`src/rtl/parity_frame_rx_pkg.sv`:
```
// Shared definitions for the serial parity frame receiver.
// Holds the receiver state encoding and the line-level constants used by the
// receiver and by anything that builds or checks frames for it.
package parity_pkg;

    typedef enum logic [1:0] {
        IDLE   = 2'd0,
        DATA   = 2'd1,
        PARITY = 2'd2,
        STOP   = 2'd3
    } rx_state_e;

    localparam int DEFAULT_DATA_W = 8;
    localparam bit PARITY_EVEN    = 1'b0;
    localparam bit PARITY_ODD     = 1'b1;
    localparam bit LINE_IDLE      = 1'b1;
    localparam bit START_BIT      = 1'b0;

endpackage

```
`src/rtl/parity_frame_rx_if.sv`:
```
// Signal bundle between the serial line source and the frame receiver.
// Ports (signals):
//   x          serial line, one bit per clk, idles at 1
//   data       last received word, held until the next frame completes
//   valid      one-cycle pulse when data and the error flags update
//   parity_err parity mismatch for the frame flagged by valid
//   frame_err  stop bit was sampled as 0 for that frame
//   busy       receiver is somewhere inside a frame
// Handshake: there is no back-pressure. The line is consumed every clk, and
// valid is a single-cycle strobe; the downstream stage must take data,
// parity_err and frame_err in the cycle valid is high (they then hold).
// Modports: slave = receiver side, master = line source / consumer side.
interface parity_frame_rx_if #(
    parameter int DATA_W = 8
);
    logic              x;
    logic [DATA_W-1:0] data;
    logic              valid;
    logic              parity_err;
    logic              frame_err;
    logic              busy;

    modport slave (
        input  x,
        output data, valid, parity_err, frame_err, busy
    );

    modport master (
        output x,
        input  data, valid, parity_err, frame_err, busy
    );
endinterface

```
`src/rtl/parity_frame_rx.sv`:
```
// Serial frame receiver: start bit, DATA_W data bits LSB first, parity bit,
// stop bit. Deserialises the word, checks parity and stop bit, and presents
// the word with a one-cycle valid pulse and held error flags.
// Ports:
//   clk    system clock, rising edge
//   reset  synchronous, active-high
//   bus    parity_frame_rx_if.slave (x in; data/valid/parity_err/frame_err/busy out)
//   state  current FSM state, exposed for observation
module parity_frame_rx
    import parity_pkg::*;
#(
    parameter int DATA_W     = DEFAULT_DATA_W,
    parameter bit ODD_PARITY = PARITY_EVEN
) (
    input  logic                      clk,
    input  logic                      reset,
    parity_frame_rx_if.slave          bus,
    output rx_state_e                 state
);

    localparam int CNT_W = $clog2(DATA_W);

    rx_state_e          state_q, state_d;
    logic [CNT_W-1:0]   cnt_q, cnt_d;
    logic               acc_q, acc_d;
    logic [DATA_W-1:0]  shift_q, shift_d;
    logic               errp_q, errp_d;
    logic [DATA_W-1:0]  data_q, data_d;
    logic               valid_q, valid_d;
    logic               perr_q, perr_d;
    logic               ferr_q, ferr_d;

    always_ff @(posedge clk) begin
        if (reset) begin
            state_q <= IDLE;
            cnt_q   <= '0;
            acc_q   <= 1'b0;
            shift_q <= '0;
            errp_q  <= 1'b0;
            data_q  <= '0;
            valid_q <= 1'b0;
            perr_q  <= 1'b0;
            ferr_q  <= 1'b0;
        end else begin
            state_q <= state_d;
            cnt_q   <= cnt_d;
            acc_q   <= acc_d;
            shift_q <= shift_d;
            errp_q  <= errp_d;
            data_q  <= data_d;
            valid_q <= valid_d;
            perr_q  <= perr_d;
            ferr_q  <= ferr_d;
        end
    end

    always_comb begin
        state_d = state_q;
        cnt_d   = cnt_q;
        acc_d   = acc_q;
        shift_d = shift_q;
        errp_d  = errp_q;
        data_d  = data_q;
        valid_d = 1'b0;
        perr_d  = perr_q;
        ferr_d  = ferr_q;

        case (state_q)
            IDLE: begin
                if (bus.x == START_BIT) begin
                    state_d = DATA;
                    cnt_d   = '0;
                    acc_d   = 1'b0;
                end
            end
            DATA: begin
                // Shifting in at the MSB leaves the first data bit at bit 0.
                shift_d = {bus.x, shift_q[DATA_W-1:1]};
                acc_d   = acc_q ^ bus.x;
                if (cnt_q == CNT_W'(DATA_W - 1)) begin
                    state_d = PARITY;
                end else begin
                    cnt_d = cnt_q + 1'b1;
                end
            end
            PARITY: begin
                errp_d  = ((acc_q ^ bus.x) != ODD_PARITY);
                state_d = STOP;
            end
            STOP: begin
                data_d  = shift_q;
                perr_d  = errp_q;
                ferr_d  = ~bus.x;
                valid_d = 1'b1;
                // No hunt for a new start edge: IDLE treats a low line as a start bit.
                state_d = IDLE;
            end
            default: state_d = IDLE;
        endcase
    end

    assign bus.data       = data_q;
    assign bus.valid      = valid_q;
    assign bus.parity_err = perr_q;
    assign bus.frame_err  = ferr_q;
    assign bus.busy       = (state_q != IDLE);
    assign state          = state_q;

endmodule

```
`src/flat_wrapper.sv`:
```
// flat-port wrapper written by rule: the top's interface ports become plain ports
module parity_frame_rx_flat import parity_pkg::*;
#(
    parameter int DATA_W     = DEFAULT_DATA_W,
    parameter bit ODD_PARITY = PARITY_EVEN
)
  (clk, reset, state, bus_x, bus_data, bus_valid, bus_parity_err, bus_frame_err, bus_busy);
  parity_frame_rx_if #(.DATA_W(DATA_W)) bus_i ();
  input  logic clk;
  input  logic reset;
  output rx_state_e state;
  input wire logic [$bits(bus_i.x)-1:0] bus_x;
  output wire logic [$bits(bus_i.data)-1:0] bus_data;
  output wire logic [$bits(bus_i.valid)-1:0] bus_valid;
  output wire logic [$bits(bus_i.parity_err)-1:0] bus_parity_err;
  output wire logic [$bits(bus_i.frame_err)-1:0] bus_frame_err;
  output wire logic [$bits(bus_i.busy)-1:0] bus_busy;
  assign bus_i.x = bus_x;
  assign bus_data = bus_i.data;
  assign bus_valid = bus_i.valid;
  assign bus_parity_err = bus_i.parity_err;
  assign bus_frame_err = bus_i.frame_err;
  assign bus_busy = bus_i.busy;
  parity_frame_rx #(.DATA_W(DATA_W), .ODD_PARITY(ODD_PARITY)) u_core (.clk(clk), .reset(reset), .bus(bus_i), .state(state));
endmodule
```
`config.mk`:
```
export PLATFORM = sky130hd
export DESIGN_NAME = parity_frame_rx_flat
export DESIGN_NICKNAME = d
export VERILOG_FILES = /design/src/rtl/parity_frame_rx_pkg.sv /design/src/rtl/parity_frame_rx_if.sv /design/src/rtl/parity_frame_rx.sv /design/src/flat_wrapper.sv
export SDC_FILE = /design/constraint.sdc
export NUM_CORES = 1
export LEC_CHECK = 0
export ABC_AREA = 1
export BUFFER_PORTS_ARGS = -buffer_cell sky130_fd_sc_hd__buf_2
export CORE_MARGIN = 2
export CORE_UTILIZATION = 55
export DETAILED_ROUTE_END_ITERATION = 6
export GPL_TIMING_DRIVEN = 0
export PLACE_DENSITY_LB_ADDON = 0.15
export SLEW_MARGIN = 10
export SYNTH_ARGS = -nofsm -noshare
export SYNTH_HDL_FRONTEND = slang
export SYNTH_SLANG_ARGS = --single-unit
```
`constraint.sdc`:
```
create_clock -name clk -period 3.7 [get_ports clk]
set_input_delay 0.37 -clock clk [delete_from_list [all_inputs] [get_ports clk]]
set_output_delay 0.37 -clock clk [all_outputs]
set_load 0.03 [all_outputs]
```
After elaboration in Yosys (flattened, before gate mapping) --
Index checks and enable logic that the tools add are counted.
Word-level totals: bits in registers 26, latch bits 0, RAM bits 0, bits in read-only memories 0, input bits 3, output and inout port bits 14, logic and storage cells 34, memories 0
Cells by class: add/subtract/negate cells 1, multipliers 0, divide/modulo/power cells 0, magnitude comparators 0, equal/unequal tests 7, shifts and indexed selects 0, multiplexer cells 9, bitwise gates (word level) 2, reduce and logical (&&, ||, !) cells 6
Operators by type and width (number):
- $pmux W2 S4 | 1
- $mux W3 | 2
- $pmux W3 S2 | 1
- $eq A2 B2 Y1 const B | 2
- $mux W2 | 2
- $ne A2 B2 Y1 const B | 2
- $reduce_and A2 Y1 | 2
- $reduce_bool A2 Y1 | 2
- $add A3 B1 Y3 const B | 1
- $eq A3 B3 Y1 const B | 1
- $reduce_and A3 Y1 | 1
- $eq A2 B1 Y1 const B | 1
- $logic_not A2 Y1 | 1
- $mux W1 | 2
- $ne A2 B1 Y1 const B | 1
- $pmux W1 S2 | 1
- $not A1 Y1 | 1
- $xor A1 B1 Y1 | 1

Longest topological paths before layout --
Gate-level depths: netlist of the first run.
word-level depth 3, gate-level depth with buffers 8, gate-level depth less buffers 8

Worst setup path before layout of the first run --
No wires, ideal clock.
path type reg-to-reg, from register u_core.state_q[0], in the netlist u_core.state[0], to register u_core.cnt_q[0], library setup time 0.114 ns, arrival 1.383 ns, required time 3.586 ns, path slack 2.204 ns, stages on the path, launching flop included 9, buffers on the path 0, period minus slack after synthesis 1.496 ns, cells stage by stage dfxtp_1 > inv_1 > ha_1 > inv_2 > nand2_2 > nand3_2 > nand2_1 > nand2_1 > nor2_1
Between the ends: word-level cells in the longest chain between the ends 3, elaborated cells on any way between the ends 7, those cells by class eq/ne (3); mux (1); reduce/logical (3)
RTL lines:
- start: declaration | line parity_frame_rx.sv:23 | rx_state_e state_q, state_d;
- start signal: assignment | line parity_frame_rx.sv:45 | state_q <= state_d;
- $eq A2 B1 Y1 / $logic_not A2 Y1 (equally long branches) | line parity_frame_rx.sv:68 | case (state_q)
- $ne A2 B2 Y1 (no line) / $reduce_bool A2 Y1 (equally long branches)
- $reduce_and A3 Y1 (no line)
- end signal: assignment | line parity_frame_rx.sv:46 | cnt_q <= cnt_d;
- end: declaration | line parity_frame_rx.sv:24 | logic [CNT_W-1:0] cnt_q, cnt_d;
Several ways; a longest one is shown, not always the timed one. A chain may end at the register's enable or synchronous reset.

Final worst setup path of the first run --
from register u_core.state_q[0], in the netlist u_core.state[0], to output port bus_busy
Between the ends: word-level cells in the longest chain between the ends 1
RTL lines:
- $reduce_bool A2 Y1 | line parity_frame_rx.sv:106 | assign bus.busy = (state_q != IDLE);
- end: declaration | line flat_wrapper.sv:17 | output wire logic [$bits(bus_i.busy)-1:0] bus_busy;
Every way passes these cells.

==> tab_implementation.tex, run 1 <==
\begin{tabular}{lr}
\hline
Metric & Value \\
\hline
\multicolumn{2}{l}{\textbf{Floorplanning}} \\
\quad Io pins & 17 \\
\quad Height of the die & 48.18 um \\
\quad Core Region & around 1800 sq um \\
\quad Die area & 2321 sq um \\
\quad Initial core utilization & 0.6021 \\
\quad Row Count & 15 \\
\quad Die Width & approximately 48 um \\
\multicolumn{2}{l}{\textbf{STA}} \\
\quad Hold Worst Slack & about 220 ps \\
\quad Total Neg Setup Slack & 0 ps \\
\quad Clock skew after layout & around 9.6 ps \\
\quad Slew Viols, Final & 0 \\
\quad Max Freq & $\sim$570 MHz \\
\quad Fraction of the cycle the final worst path needs & 0.4770 \\
\quad Slew HR & 0.8375 \\
\quad Final min period & 1765 ps \\
\quad Final hold violation count & 0 \\
\quad Slew of the pin with the lowest slew margin & approximately 240 ps \\
\quad Final setup violation count & 0 \\
\quad Unrepaired setup endpoints after global routing & no \\
\multicolumn{2}{l}{\textbf{Clocking}} \\
\quad Post-CTS setup buffers & 0 \\
\quad TritonCTS clock tree & done \\
\quad Number of CTS-inserted buffers & 3 \\
\quad Clock Root Buffer & sky130\_fd\_sc\_hd\_\_clkbuf\_4 \\
\quad CTS H-tree lvls & 1 \\
\quad Clock latency on the worst-skew pair & between 300 and 400 ps \\
\quad Buffer depth of the longest clock path & 2 \\
\quad Reg clk slew, reported paths & between 100 and 150 ps \\
\quad Number of buffers added to fix hold violations after cts & 0 \\
\quad Number of resized instances in the post-cts repair step & 0 \\
\quad Clock net sink count & 26 \\
\multicolumn{2}{l}{\textbf{Yosys}} \\
\quad Unique cell type count in the Yosys netlist & 18 \\
\quad Most instantiated flip-flop cell in the synthesis netlist & sky130\_fd\_sc\_hd\_\_dfxtp\_1 \\
\quad Share of the yosys chip area belonging to registers & 0.4848 \\
\quad Synthesized area divided by synthesized cell count & around 7.7 sq um \\
\quad Area fraction of the dominant cell type after synthesis & 0.4848 \\
\quad Yosys warnings & 0 \\
\quad Cell type contributing the most total cell area after synthesis & sky130\_fd\_sc\_hd\_\_dfxtp\_1 \\
\quad Summed instance area of the synthesized netlist & approximately 1100 sq um \\
\quad Leading cell types by count after synthesis & sky130\_fd\_sc\_hd\_\_nor2\_1, sky130\_fd\_sc\_hd\_\_dfxtp\_1, sky130\_fd\_sc\_hd\_\_o21ai\_0, sky130\_fd\_sc\_hd\_\_nand2\_1, sky130\_fd\_sc\_hd\_\_inv\_1 \\
\quad Mapped Nets & about 150 \\
\quad Flip-flop and latch count after synthesis & 26 \\
\quad FFs w/ async S/R, synth & 0 \\
\quad Most frequently used cell type in the post-synthesis netlist & sky130\_fd\_sc\_hd\_\_nor2\_1 \\
\quad EDFF count, synth & 0 \\
\quad Leading cell types by total area after synthesis & sky130\_fd\_sc\_hd\_\_dfxtp\_1, sky130\_fd\_sc\_hd\_\_nor2\_1, sky130\_fd\_sc\_hd\_\_o21ai\_0, sky130\_fd\_sc\_hd\_\_ha\_1, sky130\_fd\_sc\_hd\_\_nand2\_1 \\
\quad Cell count after synthesis & about 140 \\
\multicolumn{2}{l}{\textbf{Setup path}} \\
\quad Cell with the biggest individual delay on the critical path & sky130\_fd\_sc\_hd\_\_dfxtp\_1 \\
\quad Crit path required time & 3330 ps \\
\quad Critical path fanouts, max & 5 \\
\quad Setup CP Type & flip-flop to output pin \\
\quad Worst EP arrival & 1400 ps \\
\quad Largest stage delay, worst path & 430 ps \\
\quad Type of element launching the critical path & flip-flop \\
\quad Setup slack of the worst register-to-register path & 2310 ps \\
\quad Reg-to-reg startpoint & u\_core.state[0] \\
\quad Category of the worst setup path capture point & output pin \\
\quad Worst-path cell chain & inv\_1 > ha\_1 > inv\_2 > buf\_2 \\
\quad FF-to-FF path depth & 6 \\
\quad Terminus of the critical flop-to-flop path & u\_core.cnt\_q[1] \\
\multicolumn{2}{l}{\textbf{Routing}} \\
\quad Drt initial violations & 18 \\
\quad DRC violation count after routing & 0 \\
\quad WL/cell & 10.60 um \\
\quad Detailed-router iteration count before antenna repair & 4 \\
\quad Total wire length & a little under 2 mm \\
\quad Remaining antenna violation count & 0 \\
\quad Vias per cell & around 4.9 \\
\quad Via count & around 900 \\
\multicolumn{2}{l}{\textbf{Pwr}} \\
\quad Switching power of the nets & around 0.00043 W \\
\quad Seq pwr share & 0.403 \\
\quad Internal Pwr Total & a little over 0.0006 W \\
\quad Peak VDD IR & 0.5059 mV \\
\quad Static leakage & $\sim$0.65 nW \\
\quad Power Dens Cells & about 850 nW/um\^{}2 \\
\quad Fraction of power consumed by the clock network & 0.185 \\
\quad Combinational fraction of design power & 0.411 \\
\quad Switching Share & 0.4088 \\
\multicolumn{2}{l}{\textbf{Hold path}} \\
\quad Min-Delay Path Depth & 2 \\
\quad Class of the tightest hold or removal check & primary input to flip-flop \\
\quad Startpoint of the lowest-slack hold path & reset \\
\quad End point of the worst hold path & u\_core.acc\_q \\
\multicolumn{2}{l}{\textbf{Final layout}} \\
\quad Area growth, synth to finish & 15.27\% \\
\quad Antenna diodes & 0 \\
\quad Fraction of final layout cells with drive strength greater than 1 & 0.1824 \\
\quad Number of nets in the layout & 170 \\
\quad Number of filler instances in the final layout & between 150 and 200 \\
\multicolumn{2}{l}{\textbf{Run}} \\
\quad MaxCap Viol Count & 0 \\
\multicolumn{2}{l}{\textbf{Placed design}} \\
\quad Final weighted congestion of routability-driven global placement & roughly 0.77 \\
\quad Buffers added on ports & 16 \\
\quad Detailed placer's ending HPWL & 1.436 mm \\
\multicolumn{2}{l}{\textbf{Global route}} \\
\quad First-pass GRT wire length & 3.270 mm \\
\quad Number of global-route vias before repair & between 700 and 800 \\
\quad Tot GR Track Use & 0.2062 \\
\quad Overflow after GRT & 0 \\
\quad Maximum number of pins on one net before global-route repair & 16 \\
\quad Initial antenna violation count & 0 \\
\multicolumn{2}{l}{\textbf{Run status}} \\
\quad Result of the run & completed \\
\hline
\end{tabular}
## stage by stage
step	total power (W)	setup slack, ps	instance area, sq um	util	cells
finish	0.001046	1935	1237	0.6940	184
global route	0.001140	1814	1237	0.6940	184
floorplan	0.0007578	2204	1074	-	139
detailed placement	0.0008609	2307	1185	0.6646	180
global placement	0.0008457	2325	1185	0.6646	180
CTS	0.001054	1921	1237	0.6940	184
## cells in the final DEF, fill, tap and decap left out, drive strengths merged
cell type,n
a21oi,6
a31oi,1
and2,1
buf,20
bufinv,1
clkbuf,3
clkinv,1
dfxtp,26
ha,7
inv,13
nand2,18
nand3,3
nor2,36
nor3,1
o21ai,22
## sequential cells by signal, summed over array words and instances, names as in the netlist
register	cells
u_core.bus.data	8
u_core.shift_q	8
u_core.cnt_q	3
u_core.state	2
u_core.acc_q	1
u_core.bus.frame_err	1
u_core.bus.parity_err	1
u_core.bus.valid	1
u_core.errp_q	1
## worst max-delay path, delay by kind of cell (launching register included)
family,cells,cell delay (ps)
flip-flops,1,430
buffers and inverters,3,380
adder cells (fa/ha/maj),1,260
## how the worst max path moves through the flow
| stage | to | cells past startpoint | startpoint | slack [ps] |
|---|---|---|---|---|
| 2_1_floorplan | u_core.cnt_q[0] | 8 | u_core.state[0] | 2200 |
| 3_3_place_gp | bus_busy | 4 | u_core.state[0] | 2320 |
| 3_5_place_dp | bus_busy | 4 | u_core.state[0] | 2310 |
| 4_1_cts | bus_busy | 4 | u_core.state[0] | 1920 |
| 5_1_grt | bus_busy | 4 | u_core.state[0] | 1810 |
| 6_report | bus_busy | 4 | u_core.state[0] | 1930 |
## cell families after synthesis
family,share of synthesized area
compound gates,0.1399
fa+ha+maj,0.08158
buf+inv,0.07342
flops,0.4848
simple gates,0.2203
## power by group through the flow
stage,Combinational (W),Clock (W),Sequential (W)
3_3_place_gp,0.000421,0,0.000425
3_5_place_dp,0.000432,0,0.000429
5_1_grt,0.000498,0.000208,0.000434
6_report,0.000430,0.000194,0.000422
2_1_floorplan,0.000273,0,0.000485
4_1_cts,0.000434,0.000196,0.000423
## metal layers
layer  GRT usage  wire [um]
met4     0.08108         19
met3     0.06667         84
met5           0          0
met1      0.2665        973
met2      0.3184        874
## layout make-up
cell class,instances,area [sq um],area share
Buffer,4,26.28,0.02123
Timing Repair Buffer,16,80.08,0.06471
Inverter,14,52.55,0.04247
Clock inverter,1,30.03,0.02427
Tap cell,25,31.28,0.02528
Sequential cell,26,520.5,0.4206
Multi-Input combinational cell,95,474.2,0.3832
Clock buffer,3,22.52,0.01820
No activity file was read; power rests on OpenSTA's default activity.
==> run 2, diff against run 1 <==
CORE_UTILIZATION = 48   (was 55)
clock period = 1.48 ns   (was 3.7 ns; I/O delays follow)
==> run 2 against run 1 <==
  * Utilization fell by 12 points
  * Clock skew rose by 1.0 ps
  * Critical path depth did not move
  * Combinational power rose to 2.5 times the previous value
  * Critical path type unchanged
  * Via count rose by 0.67%
  * Sequential power rose to 2.5 times the previous value
==> tab_implementation.tex, run 2 (same netlist as run 1, synthesis figures left out) <==
\begin{tabular}{lr}
\hline
Metric & Value \\
\hline
\multicolumn{2}{l}{\textbf{Clocking}} \\
\quad TritonCTS clock tree & done (unchanged) \\
\quad CTS H-tree lvls & 1 (unchanged) \\
\quad Reg clk slew, reported paths & 150 ps (was 140 ps) \\
\quad Number of CTS-inserted buffers & 3 (unchanged) \\
\quad Clock latency on the worst-skew pair & 310 ps (was 320 ps) \\
\quad Buffer depth of the longest clock path & 2 (unchanged) \\
\quad Clock net sink count & 26 (unchanged) \\
\quad Clock Root Buffer & sky130\_fd\_sc\_hd\_\_clkbuf\_4 (unchanged) \\
\multicolumn{2}{l}{\textbf{Setup path}} \\
\quad Terminus of the critical flop-to-flop path & u\_core.cnt\_q[1] (unchanged) \\
\quad Setup slack of the worst register-to-register path & 200 ps (was 2310 ps) \\
\quad Crit path required time & 1330 ps (was 3330 ps) \\
\quad Reg-to-reg startpoint & u\_core.cnt\_q[0] (was u\_core.state[0]) \\
\quad Category of the worst setup path capture point & output pin (unchanged) \\
\quad Cell with the biggest individual delay on the critical path & sky130\_fd\_sc\_hd\_\_dfxtp\_2 (was sky130\_fd\_sc\_hd\_\_dfxtp\_1) \\
\quad Setup CP Type & flip-flop to output pin (unchanged) \\
\quad Largest stage delay, worst path & 360 ps (was 430 ps) \\
\quad Worst-path cell chain & inv\_1 > ha\_2 > inv\_2 > clkbuf\_4 (was inv\_1 > ha\_1 > inv\_2 > buf\_2) \\
\quad Type of element launching the critical path & flip-flop (unchanged) \\
\quad FF-to-FF path depth & 6 (unchanged) \\
\quad Critical path fanouts, max & 4 (was 5) \\
\quad Worst EP arrival & 1230 ps (was 1400 ps) \\
\multicolumn{2}{l}{\textbf{Hold path}} \\
\quad End point of the worst hold path & u\_core.bus.frame\_err (was u\_core.acc\_q) \\
\quad Startpoint of the lowest-slack hold path & bus\_x (was reset) \\
\quad Min-Delay Path Depth & 2 (unchanged) \\
\quad Class of the tightest hold or removal check & primary input to flip-flop (unchanged) \\
\multicolumn{2}{l}{\textbf{Run status}} \\
\quad Result of the run & completed (unchanged) \\
\multicolumn{2}{l}{\textbf{Routing}} \\
\quad Top routing layer used & met4 (unchanged) \\
\quad WL/cell & 10.30 um (was 10.60 um) \\
\quad Sum of met3 wire segment lengths after detailed routing & 65 um (was 84 um) \\
\quad Drt initial violations & 4 (was 18) \\
\quad Detailed-router iteration count before antenna repair & 4 (unchanged) \\
\quad Vias per cell & 4.824 (was 4.897) \\
\quad Via count & 907 (was 901) \\
\quad Metal-1 WL & 962 um (was 973 um) \\
\quad Total wire length & 1.936 mm (was 1.951 mm) \\
\quad DRC violation count after routing & 0 (unchanged) \\
\quad Remaining antenna violation count & 0 (unchanged) \\
\quad Met2 wire length & 890 um (was 874 um) \\
\multicolumn{2}{l}{\textbf{Floorplanning}} \\
\quad Die area & 2631 sq um (was 2321 sq um) \\
\quad Die Width & 51.29 um (was 48.18 um) \\
\quad Io pins & 17 (unchanged) \\
\quad Row Count & 17 (was 15) \\
\quad Initial core utilization & 0.4948 (was 0.6021) \\
\quad Core Region & 2170 sq um (was 1783 sq um) \\
\quad Height of the die & 51.29 um (was 48.18 um) \\
\multicolumn{2}{l}{\textbf{STA}} \\
\quad Slew of the pin with the lowest slew margin & 237.1 ps (was 242.2 ps) \\
\quad Slew HR & 0.8410 (was 0.8375) \\
\quad Fraction of the cycle the final worst path needs & 0.9337 \\
\quad Slew Viols, Final & 0 (unchanged) \\
\quad Final min period & between 1000 and 1500 ps \\
\quad Total Neg Setup Slack & 0 ps (unchanged) \\
\quad Unrepaired setup endpoints after global routing & no (unchanged) \\
\quad Hold Worst Slack & 41.67 ps (was 222.3 ps) \\
\quad Final setup violation count & 0 (unchanged) \\
\quad Max Freq & 723.7 MHz \\
\quad Clock skew after layout & 10.64 ps (was 9.631 ps) \\
\quad Final hold violation count & 0 (unchanged) \\
\multicolumn{2}{l}{\textbf{Final layout}} \\
\quad Leading cell type in the layout, fill and taps excluded & sky130\_fd\_sc\_hd\_\_nor2\_1 (unchanged) \\
\quad Highest-count cells in the layout ignoring fill and taps & sky130\_fd\_sc\_hd\_\_nor2\_1, sky130\_fd\_sc\_hd\_\_dfxtp\_1, sky130\_fd\_sc\_hd\_\_o21ai\_0, sky130\_fd\_sc\_hd\_\_buf\_2, sky130\_fd\_sc\_hd\_\_nand2\_1 (unchanged) \\
\quad Number of nets in the layout & 171 (was 170) \\
\quad Post-Route Utilization & 0.5738 (was 0.6940) \\
\quad Antenna diodes & 0 (unchanged) \\
\quad Fraction of final layout cells with drive strength greater than 1 & 0.2000 (was 0.1824) \\
\quad Area growth, synth to finish & 15.97\% (was 15.27\%) \\
\multicolumn{2}{l}{\textbf{Pwr}} \\
\quad Combinational fraction of design power & 0.434 (was 0.411) \\
\quad Static leakage & 0.6494 nW (was 0.6520 nW) \\
\quad Power, Total & 0.002498 W (was 0.001046 W) \\
\quad Fraction of power consumed by the clock network & 0.141 (was 0.185) \\
\quad Internal Pwr Total & 0.001449 W (was 0.0006185 W) \\
\quad Switching Share & 0.4199 (was 0.4088) \\
\quad Peak VDD IR & 1.092 mV (was 0.5059 mV) \\
\quad Power Dens Cells & 2007 nW/um\^{}2 (was 845.5 nW/um\^{}2) \\
\quad Seq pwr share & 0.425 (was 0.403) \\
\quad Switching power of the nets & 0.001049 W (was 0.0004278 W) \\
\multicolumn{2}{l}{\textbf{Global route}} \\
\quad Overflow after GRT & 0 (unchanged) \\
\quad Number of global-route vias before repair & 804 (was 764) \\
\quad Tot GR Track Use & 0.1687 (was 0.2062) \\
\quad Maximum number of pins on one net before global-route repair & 15 (was 16) \\
\quad First-pass GRT wire length & 3.339 mm (was 3.270 mm) \\
\quad Initial antenna violation count & 0 (unchanged) \\
\multicolumn{2}{l}{\textbf{Run}} \\
\quad MaxCap Viol Count & 0 (unchanged) \\
\multicolumn{2}{l}{\textbf{Placed design}} \\
\quad Buffers added on ports & 16 (unchanged) \\
\quad Final weighted congestion of routability-driven global placement & 0.7647 (was 0.7703) \\
\quad Detailed placer's ending HPWL & 1.418 mm (was 1.436 mm) \\
\hline
\end{tabular}
[run 2: cell types whose count changed in the layout (fill, tap and decap cells not counted)]
cell                            before  now
sky130_fd_sc_hd__buf_2              19   18
sky130_fd_sc_hd__bufinv_16           1    0
sky130_fd_sc_hd__clkbuf_4            3    4
sky130_fd_sc_hd__clkbuf_8            0    1
sky130_fd_sc_hd__dfxtp_1            26   24
sky130_fd_sc_hd__dfxtp_2             0    1
sky130_fd_sc_hd__dfxtp_4             0    1
sky130_fd_sc_hd__dlygate4sd3_1       0    1
sky130_fd_sc_hd__ha_1                7    6
sky130_fd_sc_hd__ha_2                0    1
[run 2: area by class of cell]
class                   count  area [sq um]
inverters                  14         52.55
plain buffers               4         26.28
well taps                  28         35.03
repair buffers             17         92.59
flip-flops and latches     26         525.5
fillers                   231         924.6
clock buffers               4         36.28
multi-input cells          95         476.7
[run 2: how the worst max path moves through the flow]
stage	startpoint	to	slack, ps	depth (start not counted)
floorplan	u_core.state[1]	u_core.cnt_q[0]	10	8
global placement	u_core.state[1]	u_core.cnt_q[1]	190	6
detailed placement	u_core.state[1]	u_core.cnt_q[1]	160	6
CTS	u_core.state[1]	bus_busy	4	4
global route	u_core.state[0]	bus_busy	20	4
finish	u_core.state[1]	bus_busy	100	4
[run 2: per-stage QoR]
| stage | area, sq um | instances | worst slack (ps) |
|---|---|---|---|
| 3_5_place_dp | 1190 | 183 | 160.2 |
| 4_1_cts | 1226 | 187 | 4.410 |
| 2_1_floorplan | 1075 | 139 | 12.05 |
| 3_3_place_gp | 1190 | 183 | 190.5 |
| 5_1_grt | 1245 | 188 | 16.86 |
| 6_report | 1245 | 188 | 98.17 |
[run 2: per-layer routing]
metal  GRT usage  vias to the layer above
met2      0.2922                       13
li1            -                      482
met1      0.2096                      410
met5           0                        -
met4     0.06579                        0
met3     0.02632                        2
[run 2: power groups by stage]
stage / sequential (W) / combinational (W) / clock [W]
after floorplan: 0.00121 / 0.000683 / 0
after global placement: 0.00107 / 0.00105 / 0
after detailed placement: 0.00107 / 0.00108 / 0
after CTS: 0.00106 / 0.00108 / 0.000361
after global routing: 0.00110 / 0.00125 / 0.000386
final: 0.00106 / 0.00108 / 0.000353
[run 2: what timing repair did]
action,in CTS,in global routing
buffers inserted,0,0
endpoints found under the setup margin,0,1
gates resized for setup,0,4
hold endpoints to repair,0,2
hold buffers,0,1
[run 2: critical path, delay by kind of cell (launching register included)]
| kind | cells | cell delay (ps) |
|---|---|---|
| buffers and inverters | 3 | 340 |
| adders and majority gates | 1 | 230 |
| DFF | 1 | 360 |
